==> src/rtl/pool_pkg.sv <==
// pool_pkg: shared types and constants for the 2x2 pooling window generator.
package pool_pkg;
    typedef enum logic {ST_TOP, ST_BOT} pool_state_e;
    localparam int lpWIN = 4;
endpackage

==> src/rtl/pool_line_buf.sv <==
// pool_line_buf: register-array line buffer holding one row of pixel pairs.
module pool_line_buf #(
    parameter int pDEPTH = 16,
    parameter int pWIDTH = 16,
    parameter int pAW    = 4
) (
    input  logic              iclk,
    input  logic              iwe,
    input  logic [pAW-1:0]    iwaddr,
    input  logic [pWIDTH-1:0] iwdata,
    input  logic [pAW-1:0]    iraddr,
    output logic [pWIDTH-1:0] ordata
);
    logic [pWIDTH-1:0] mem [pDEPTH];

    always_ff @(posedge iclk)
        if (iwe) mem[iwaddr] <= iwdata;

    assign ordata = mem[iraddr];
endmodule

==> src/rtl/pool2x2_window_gen.sv <==
// pool2x2_window_gen: streams a raster feature map and emits 2x2/stride-2 windows.
module pool2x2_window_gen
    import pool_pkg::*;
#(
    parameter int pDATA_W = 8,
    parameter int pIMG_W  = 32,
    parameter int pIMG_H  = 32
) (
    input  logic                         iclk,
    input  logic                         irst_n,
    input  logic                         iclr,
    input  logic                         ien,
    input  logic [pDATA_W-1:0]           idata,
    output logic [lpWIN-1:0][pDATA_W-1:0] odata,
    output logic                         oen,
    output logic                         oframe_done
);
    localparam int lpCW = $clog2(pIMG_W);
    localparam int lpRW = $clog2(pIMG_H);
    localparam int lpAW = pIMG_W > 2 ? $clog2(pIMG_W / 2) : 1;

    typedef logic [lpWIN-1:0][pDATA_W-1:0] pool_win_t;

    pool_state_e        state_q, state_n;
    logic [lpCW-1:0]    col;
    logic [lpRW-1:0]    row;
    logic [pDATA_W-1:0] prev_q;
    logic [2*pDATA_W-1:0] rdata;
    logic               acc, col_last, row_last, we, rd;
    logic [lpAW-1:0]    addr;
    pool_win_t          win_n;

    assign acc      = ien & ~iclr;
    assign col_last = col == lpCW'(pIMG_W - 1);
    assign row_last = row == lpRW'(pIMG_H - 1);
    assign we       = acc & (state_q == ST_TOP) & col[0];
    assign rd       = acc & (state_q == ST_BOT) & col[0];
    assign addr     = lpAW'(col >> 1);
    // Top row pair is stored as {TL, TR}; window packs BR in [3] down to TL in [0].
    assign win_n    = {idata, prev_q, rdata[pDATA_W-1:0], rdata[2*pDATA_W-1:pDATA_W]};

    pool_line_buf #(
        .pDEPTH(pIMG_W / 2),
        .pWIDTH(2 * pDATA_W),
        .pAW   (lpAW)
    ) u_line_buf (
        .iclk  (iclk),
        .iwe   (we),
        .iwaddr(addr),
        .iwdata({prev_q, idata}),
        .iraddr(addr),
        .ordata(rdata)
    );

    always_comb begin
        state_n = state_q;
        if (iclr) state_n = ST_TOP;
        else if (acc && col_last) state_n = state_q == ST_TOP ? ST_BOT : ST_TOP;
    end

    always_ff @(posedge iclk or negedge irst_n)
        if (!irst_n) state_q <= ST_TOP;
        else state_q <= state_n;

    always_ff @(posedge iclk or negedge irst_n) begin
        if (!irst_n) begin
            col         <= '0;
            row         <= '0;
            prev_q      <= '0;
            odata       <= '0;
            oen         <= 1'b0;
            oframe_done <= 1'b0;
        end else if (iclr) begin
            col         <= '0;
            row         <= '0;
            prev_q      <= '0;
            odata       <= '0;
            oen         <= 1'b0;
            oframe_done <= 1'b0;
        end else begin
            oen         <= rd;
            oframe_done <= rd & row_last & col_last;
            if (rd) odata <= win_n;
            if (acc) begin
                col <= col_last ? '0 : col + 1'b1;
                if (col_last) row <= row_last ? '0 : row + 1'b1;
                if (!col[0]) prev_q <= idata;
            end
        end
    end
endmodule

==> config.mk <==
export PLATFORM = sky130hd
export DESIGN_NAME = pool2x2_window_gen
export DESIGN_NICKNAME = d
export VERILOG_FILES = /design/src/rtl/pool_pkg.sv /design/src/rtl/pool_line_buf.sv /design/src/rtl/pool2x2_window_gen.sv
export SDC_FILE = /design/constraint.sdc
export NUM_CORES = 1
export LEC_CHECK = 0
export CORE_MARGIN = 3
export CORE_UTILIZATION = 40
export CTS_CLUSTER_SIZE = 25
export DETAILED_ROUTE_END_ITERATION = 16
export PLACE_DENSITY = 0.63
export SYNTH_ARGS = -nofsm -noshare
export SYNTH_HDL_FRONTEND = slang
export SYNTH_SLANG_ARGS = --single-unit
==> constraint.sdc <==
create_clock -name iclk -period 2.74 [get_ports iclk]
set_input_delay 0.274 -clock iclk [delete_from_list [all_inputs] [get_ports iclk]]
set_output_delay 0.274 -clock iclk [all_outputs]
set_load 0.02 [all_outputs]
== Word-level counts from Yosys, hierarchy flattened ==
Memories as Yosys holds them, arrays and structs flattened.
Cells that the tools add are included.
Word-level totals
  memories kept: 1
  register bits after elaboration: 53
  memory bits (writable): 256
  input port bits: 12
  logic and storage cells: 51
  output and inout bits: 34
Memories
  u_line_buf.mem: words 16, bits a word 16, rd ports 1, clocked after Yosys merged registers in 0, wr ports 1, RTL line pool_line_buf.sv:14  | logic [pWIDTH-1:0] mem [pDEPTH];
Operators by class
  equality and inequality tests: 3
  reductions and logical operators: 7
  bitwise gates (word level): 9
  multiplexer cells: 19
  add/subtract/negate cells: 2
Operator list (count)
  32-bit 2-to-1 mux: 2
  5-bit 2-to-1 mux: 7
  8-bit 2-to-1 mux: 3
  5-bit by 1-bit adder with 5-bit output (second input constant): 2
  5-bit == test (second input constant): 2
  2-bit nonzero test: 4
  1-bit AND: 7
  1-bit 2-to-1 mux: 7
  2-bit AND reduction: 2
  2-bit inequality test (second input constant): 1
  1-bit NOT: 2
  1-bit logical AND: 1

== Longest topological paths before layout ==
Gate-level depths: netlist of run 1.
  depth in word-level cells: 7
  depth in mapped cells: 10
  mapped depth without buffers: 7

== By module ==
From an unflattened synthesis of run 1, not the netlist that was laid out.
Second synthesis, totals
  cells, all modules: 655
  area, all modules: 12042.8 µm²
Modules (own cells, without submodules)
  pool_line_buf: cells each 416, sequential area each 7687.4 µm², area an instance 9723.1 µm², times used 1
  pool2x2_window_gen: cells each 239, sequential area each 1326.3 µm², area an instance 2319.7 µm², times used 1

== Worst setup path before layout of run 1 ==
No wires, ideal clock.
  kind: register -> register
  start point: register col[1]
  end point: memory u_line_buf.mem[2][0] (enable)
  cell stages (with the launch flop): 6
  period minus slack after synthesis: 2.615 ns
  buffers on the path: 3
  required time: 2.331 ns
  setup time: 0.409 ns
  slack: 0.125 ns
  data arrival time: 2.205 ns
  cell sequence: dfrtp_1 > buf_6 > buf_6 > buf_2 > nand3b_1 > nor3_1
RTL lines
  start, declared: RTL line pool2x2_window_gen.sv:25  | logic [lpCW-1:0] col;
  start signal, assigned: RTL line pool2x2_window_gen.sv:85  | col <= col_last ? '0 : col + 1'b1;
  end, declared: RTL line pool_line_buf.sv:14
No word-level cell before the write port.

== Worst setup path after layout of run 1 ==
  start point: register col[2]
  end point: register row[2]
On the way
  longest elaborated chain between the ends: 3
Ends and longest elaborated chain
  5-bit == test: RTL line pool2x2_window_gen.sv:34  | assign col_last = col == lpCW'(pIMG_W - 1);
  2-bit nonzero test (no line)
  2-bit AND reduction (no line)
  end signal, assigned: RTL line pool2x2_window_gen.sv:86  | if (col_last) row <= row_last ? '0 : row + 1'b1;
  end, declared: RTL line pool2x2_window_gen.sv:26  | logic [lpRW-1:0] row;
No other way between the ends.
A chain may end at the register's enable or synchronous reset.

==> flow_results.org, run 1 <==
** Detailed routing
- After detailed routing, the average wire length per cell comes to 23.4 um.
- In this run, the number of DRC markers left after iteration 0 of detailed routing was 612.
- Dividing the detail-routed via count by the number of cells gives 5.52.
- Total number of vias :: 6519
- Summed over all layers, the routed wires come to 27600 um.
- For this run, the detailed router's first-pass iteration total came to 6.
- DRC violation count after routing :: 0
- In this run the remaining antenna-violating nets after routing total 0.

** Global route
- First-pass GRT wire length :: 41700 um
- The number of antenna violations at the first check in global routing came to 0.
- Global routing finished with a remaining overflow of 0.
- Aggregate global-route resource usage :: 16.8%
- The via count of the first global-routing pass was 6607.
- Entering global routing, the biggest net connects 62 pins.

** Layout
- Final-layout fill cell count :: 2400
- Compared with the post-synthesis result, the final layout area differs by 17.8%.
- 0 antenna diodes ended up in the layout.
- Final #Nets :: 788
- The post-route netlist has 17.1% of its cells at a drive strength greater than 1.

** STA
- The max-slew violation count is 0.
- Final critical-path required period :: 2.26 ns
- The number of hold violations in the final report came to 0.
- Worst path setup slack after routing :: 0.479 ns
- Total Neg Setup Slack :: 0 ns
- At the pin with the least slew margin, the transition time is 1.02 ns.
- On the final layout, the worst clock skew is 0.0121 ns.
- Fmax :: 442 MHz
- Setup-violating endpoint count in the final report :: 0
- Final Cycle Share :: 82.5%
- RSZ-0062 raised after global routing :: false
- Relative max-transition margin :: 31.8%

** Logic synthesis
- Post-Syn Instances :: 696
- Average instance area after synthesis :: 17.3 um^2
- Count of state elements after synthesis :: 309
- Fraction of synthesized cell area taken by the top area cell type :: 63.7%
- Yosys attributes the largest share of cell area to edfxtp_1, dfrtp_1, mux4_2.
- Post-synthesis sequential area ratio :: 74.7%
- The largest total area in the synthesized netlist belongs to edfxtp_1.
- When the netlist entered floorplanning its net count stood at 712.
- Cell area after technology mapping :: 0.0121 mm^2
- For this run, the number of Yosys warnings is 0.
- The netlist uses 35 different library cells.

** Clock network
- Number of clock sinks :: 309
- After clock tree synthesis, the clock-pin slew on the worst setup and hold paths is 0.06 ns.
- CTS Buf Count :: 31
- TritonCTS built the clock tree.
- Cell at the root of the clock tree :: clkbuf_16
- For the worst-skew pair, the clock arrives at the later sink with an insertion delay of 0.55 ns.
- CTS built an H-tree with a depth of 1.
- Clock Path Buffers :: 3
- In this run, post-CTS repair resized a total of 0 instances.
- Hold-fix buffers at CTS :: 1
- Post-CTS Repair Setup Buffers :: 0

** Setup path
- The cell family contributing the most delay on the critical path is simple AND/OR/NAND/NOR gates.
- STA puts the critical path data arrival time at 2.73 ns.
- For this design, the slowest cell found on the critical path is dfrtp_2.
- Worst Path Max Fanout :: 23
- The worst setup path is of the reg -> reg kind.
- At the worst endpoint, the required time is 3.21 ns.
- On the worst path, the slowest cell contributes a delay of 0.72 ns.
- Crit. End Element :: register
- The number of buffers and inverters on the critical path is 0.
- The worst setup path is launched from a register.
- The critical path goes through and3_1 > ha_1 > nand2_2 > or4b_1 > a21oi_1.

** Power
- The analysis attributes to cell leakage a power of 4.80 nW.
- Largest voltage drop on the vdd net :: 0.452 mV
- Dividing total power by cell area gives a power density of 701 mW/mm^2.

** Floorplan
- The die covers 0.0323 mm^2.
- The die is 180 um wide.
- From bottom edge to top edge, the die measures 180 um.
- Row generation in the floorplan step produced 62 rows.
- The region available for standard cell placement spans 0.0292 mm^2.
- For this design the top-level I/O count stands at 46.
- Initial core utilization :: 41.3%

** Placed design
- Routability-driven placement finished with a final weighted congestion of 0.795.
- Half-perimeter wire length after detailed placement :: 17800 um
- Buffers added on ports :: 45
- Post-placement worst setup slack :: 0.504 ns

** Hold path
- The worst hold path belongs to the class in -> async.

** Run status
- Run status :: finished clean

** Job
- Max cap viols :: 0
[state kept, by name, indices dropped and copies added, names as in the netlist]
| name | count |
|---|---|
| odata | 32 |
| state_q | 1 |
| oen | 1 |
| oframe_done | 1 |
| u_line_buf.mem | 256 |
| col | 5 |
| prev_q | 8 |
| row | 5 |
[report_power, final]
group | switching [W] | internal [W] | total, W | leakage [nW]
Combinational | 0.000183 | 0.000124 | 0.000308 | 1.20
Clock | 0.00172 | 0.00278 | 0.00450 | 0.538
Sequential | 0.0000545 | 0.00511 | 0.00516 | 3.06
Total | 0.00196 | 0.00801 | 0.00997 | 4.80
[layout make-up]
type                            count  area, um^2  share of cell area, %
Sequential cell                   309        9020                   63.4
Clock buffer                       39         857                   6.03
Inverter                            1        3.75                 0.0264
Tap cell                          384         480                   3.38
Timing Repair Buffer               87         788                   5.54
Clock inverter                     18         254                   1.79
Multi-Input combinational cell    342        2820                   19.8
[stage by stage]
stage               instance area, um^2  utilization, %  total power [W]  std cells  hold slack [ns]
global placement                  13100            44.8          0.00556       1122            0.251
CTS                               14200            48.6           0.0100       1180            0.225
finish                            14200            48.6          0.00997       1180            0.231
global route                      14200            48.6           0.0103       1180            0.257
floorplan                         12100               -          0.00542        696          -0.0216
detailed placement                13100            44.8          0.00557       1122            0.263
[layer usage]
| metal | GRT usage, % | part of all wire [%] | vias up |
|---|---|---|---|
| li1 | - | - | 2893 |
| met1 | 24.0 | 44 | 3337 |
| met2 | 27.1 | 48 | 237 |
| met3 | 2.38 | 5.7 | 52 |
| met4 | 4.76 | 2.7 | 0 |
| met5 | 0 | 0 | - |
[kinds of logic after synthesis]
logic type | synth area share [%]
buffers and inverters | 2.14
adders and majority gates | 0.415
and+or+nand+nor | 6.43
DFF | 74.7
xor gates and xnor gates | 0.0726
muxes | 11.7
AOI/OAI and AO/OA | 4.59
[placed cells by master, fill, tap and decap left out, drive strengths merged]
cell	instances
nor4b	1
nor3	7
o21ai	20
or4b	1
nand3	50
mux2	1
nand4	1
inv	1
edfxtp	256
nand2	38
a21oi	15
mux2i	62
mux4	34
nand2b	20
ha	4
dlygate4sd3	1
bufinv	6
nand3b	1
nand4b	1
xor2	1
a31oi	1
and3	3
nor2b	5
buf	42
a22oi	31
and2	2
clkbuf	39
clkinv	8
clkdlybuf4s50	44
and4bb	1
and4b	1
clkinvlp	4
nor2	25
a32oi	16
dfrtp	53
[cells in the mapped netlist, drive strengths merged]
master,n
and2,2
and4bb,1
mux4,34
nand2,38
inv,1
clkbuf,15
and4b,1
nand3b,1
nand2b,20
nor3,7
buf,29
or4b,1
ha,4
nor2,25
mux2i,62
nor2b,5
a21oi,15
nor4b,1
a22oi,31
dfrtp,53
edfxtp,256
o21ai,20
xor2,1
a31oi,1
and3,3
mux2,1
nand4b,1
nand4,1
nand3,50
a32oi,16
[worst paths after layout]
kind                            slack [ns]  cells past startpoint         to  startpoint
worst max-delay path                  0.48                      5     row[2]      col[2]
min in group iclk                     0.53                      4  prev_q[3]    idata[3]
max in group asynchronous             1.73                      3     col[1]      irst_n
worst min-delay path                  0.23                      2  odata[29]      irst_n
worst min register to register        0.55                      2   odata[8]    odata[8]
worst max register to register        0.48                      5     row[2]      col[2]
Note: power is estimated with default switching activity, not from simulation.
==> run 2, diff against run 1 <==
--- a/config.mk
+++ b/config.mk
@@ -9,7 +9,7 @@
 export CORE_UTILIZATION = 40
 export CTS_CLUSTER_SIZE = 25
 export DETAILED_ROUTE_END_ITERATION = 16
-export PLACE_DENSITY = 0.63
+export PLACE_DENSITY = 0.61
 export SYNTH_ARGS = -nofsm -noshare
 export SYNTH_HDL_FRONTEND = slang
 export SYNTH_SLANG_ARGS = --single-unit
==> constraint.sdc (replaced) <==
create_clock -name iclk -period 2.3 [get_ports iclk]
set_input_delay 0.23 -clock iclk [delete_from_list [all_inputs] [get_ports iclk]]
set_output_delay 0.23 -clock iclk [all_outputs]
set_load 0.02 [all_outputs]
==> flow_results.org, run 2 (synthesis gave the netlist of run 1 again) <==
** Floorplan
- Die extent in x :: 180 um
- The floorplan has 62 rows.
- Die area :: 0.0323 mm^2
- The die is 180 um tall.
- Core ar. :: 0.0292 mm^2
- The initial utilization of the core area, before any placement, comes to 41.3%.
- Io pins :: 46

** Hold path
- Worst min-delay path class :: in -> async

** Setup path
- Critical path arrival :: 2.57 ns
- Along the worst path, the maximum fanout reaches 15.
- STA classifies the critical path endpoint as a register.
- Category of the most critical setup path :: reg -> reg
- In this run the register-to-register setup slack is 0.16 ns.
- Critical path startpoint category :: register
- Data required time of the critical path :: 2.72 ns

** Global route
- Maximum number of pins on one net before global-route repair :: 39
- The via count of the first global-routing pass was 6705.
- Remaining Overflow, GRT :: 0
- Aggregate global-route resource usage :: 15.6%
- The number of antenna violations at the first check in global routing came to 0.
- First-pass GRT wire length :: 39700 um

** Power
- The completed layout was analyzed and its total power is 0.0113 W.
- The worst-case IR drop observed on VDD is 0.514 mV.
- In this run the static leakage power is 4.81 nW.
- Power density normalized to cell area :: 793 mW/mm^2

** Clock network
- Cell at the root of the clock tree :: clkbuf_16
- CTS Buf Count :: 31
- Counting along the longest clock path gives a buffer depth of 3.
- Once the clock tree was built, the setup fixing pass inserted 0 buffers.
- In this run the number of H-tree levels came out at 1.
- Clock latency on the worst-skew pair, taken at its later pin, is 0.55 ns.
- TritonCTS clock tree :: built
- Number of clock sinks :: 309
- After clock tree synthesis, the clock-pin slew on the worst setup and hold paths is 0.06 ns.
- Number of resized instances in the post-cts repair step :: 0

** Layout
- Number of antenna repair diodes :: 0
- P&R area growth vs syn :: 18.2%
- Final #Nets :: 798
- The multi-input combinational cells in the finished layout cover a total of 0.00282 mm^2.
- Summing all flip-flop and latch instances after layout gives 0.00902 mm^2.
- The register with the most flip-flops in the layout has 256 of them.
- The library cell used most frequently in the layout, excluding fill and tap cells, is edfxtp_1.
- Share of the core filled with cells in the final layout :: 48.8%
- Commonest non-fill, non-tap cells in the layout :: edfxtp_1, mux2i_1, dfrtp_1
- The finished layout holds 1190 standard cells, fillers aside.
- Cells with a size suffix above 1 make up 16.6% of the layout.
- Fill cells in the final layout number 2389.
- Top reg by flops :: u_line_buf.mem
- The largest registers in the layout are u_line_buf.mem: 256 flops, odata: 32 flops, prev_q: 8 flops.

** STA
- Total count of hold-check failures in the final report :: 0
- The worst path in the final design needs a cycle of 2.14 ns, including I/O delays and setup.
- Final Slew Violations :: 0
- Setup-violating endpoint count in the final report :: 0
- Relative max-transition margin :: 23.7%
- RSZ-0062 raised after global routing :: false
- Across the routed clock network, the largest skew measured is 0.0106 ns.
- At the pin with the least slew margin, the transition time is 1.14 ns.
- The final critical path takes up 93.2% of the cycle.
- Fmax :: 467 MHz
- Setup total negative slack on the finished layout was measured at 0 ns.

** Detailed routing
- Average wire length per cell after detail routing :: 21.5 um
- In this run the remaining antenna-violating nets after routing total 0.
- Total number of vias :: 6454
- After detailed routing, the number of remaining DRC violations is 0.
- In this run, the number of DRC markers left after iteration 0 of detailed routing was 484.
- For this block, the routed nets add up to 25600 um of wire.
- Before antenna repair, the detailed router went through 5 iterations.
- Vias/cell :: 5.42

** Placed design
- Buffers placed on the I/O ports in this run total 45.
- Half-perimeter wire length after detailed placement :: 16800 um
- At the end of routability-driven placement, the weighted congestion stood at 0.825.
- After detailed placement, the design holds a cell count of 1132.

** Run status
- Run status :: finished clean

** Job
- Max cap viols :: 0
==> run 2: cell types whose count changed in the layout (fill, tap and decap cells not counted), sizes merged <==
| cell | change |
|---|---|
| buf | +10 |
| clkinv | +6 |
| clkinvlp | -4 |
| bufinv | -3 |
| clkbuf | +1 |
==> run 2: area by class of cell <==
cell class / count / area share, %
Inverter: 1 / 0.0263
Multi-Input combinational cell: 342 / 19.8
Clock buffer: 40 / 5.74
Tap cell: 384 / 3.37
Timing Repair Buffer: 97 / 6.84
Clock inverter: 17 / 1.06
Sequential cell: 309 / 63.2
==> run 2: critical path: stages, from the launching register on <==
cell     delay [ns]
dfrtp_1        0.56
nor2b_1        0.95
a22oi_1        0.21
nand3_1        0.19
nand3_1        0.10
==> run 2: final timing paths <==
path | start | end | depth (start not counted)
max | col[2] | odata[9] | 4
min | irst_n | odata[19] | 2
max reg2reg | col[2] | odata[9] | 4
min reg2reg | row[4] | row[4] | 2
max in group asynchronous | irst_n | col[1] | 3
min in group iclk | ien | row[4] | 4
==> run 2: where the power goes <==
part	leakage [nW]	switching (W)	internal [W]	total [W]
registers	3.06	0.0000654	0.00609	0.00615
logic	1.27	0.000199	0.000157	0.000356
clock network	0.479	0.00197	0.00283	0.00480
total	4.81	0.00224	0.00907	0.0113
==> run 2: metal layers <==
layer,wire length (um),up-vias,track usage [%],share of wire (%)
li1,-,2915,-,-
met1,11300,3296,22.8,44
met2,12400,205,25.3,49
met3,1360,38,2.26,5.3
met4,432,0,3.47,1.7
met5,0,-,0,0
==> run 2: what timing repair did <==
item                                    in CTS  in global routing
endpoints found under the setup margin       0                  0
hold buffers                                 1                  0
hold endpoints to repair                    19                  0
==> run 2: per-stage QoR <==
stage	setup WS, ns	hold WS [ns]	area, um^2
floorplan	0.120	-0.0656	12100
global placement	0.175	0.229	13300
detailed placement	0.198	0.234	13300
CTS	0.180	0.185	14300
global route	0.0564	0.234	14300
finish	0.157	0.178	14300
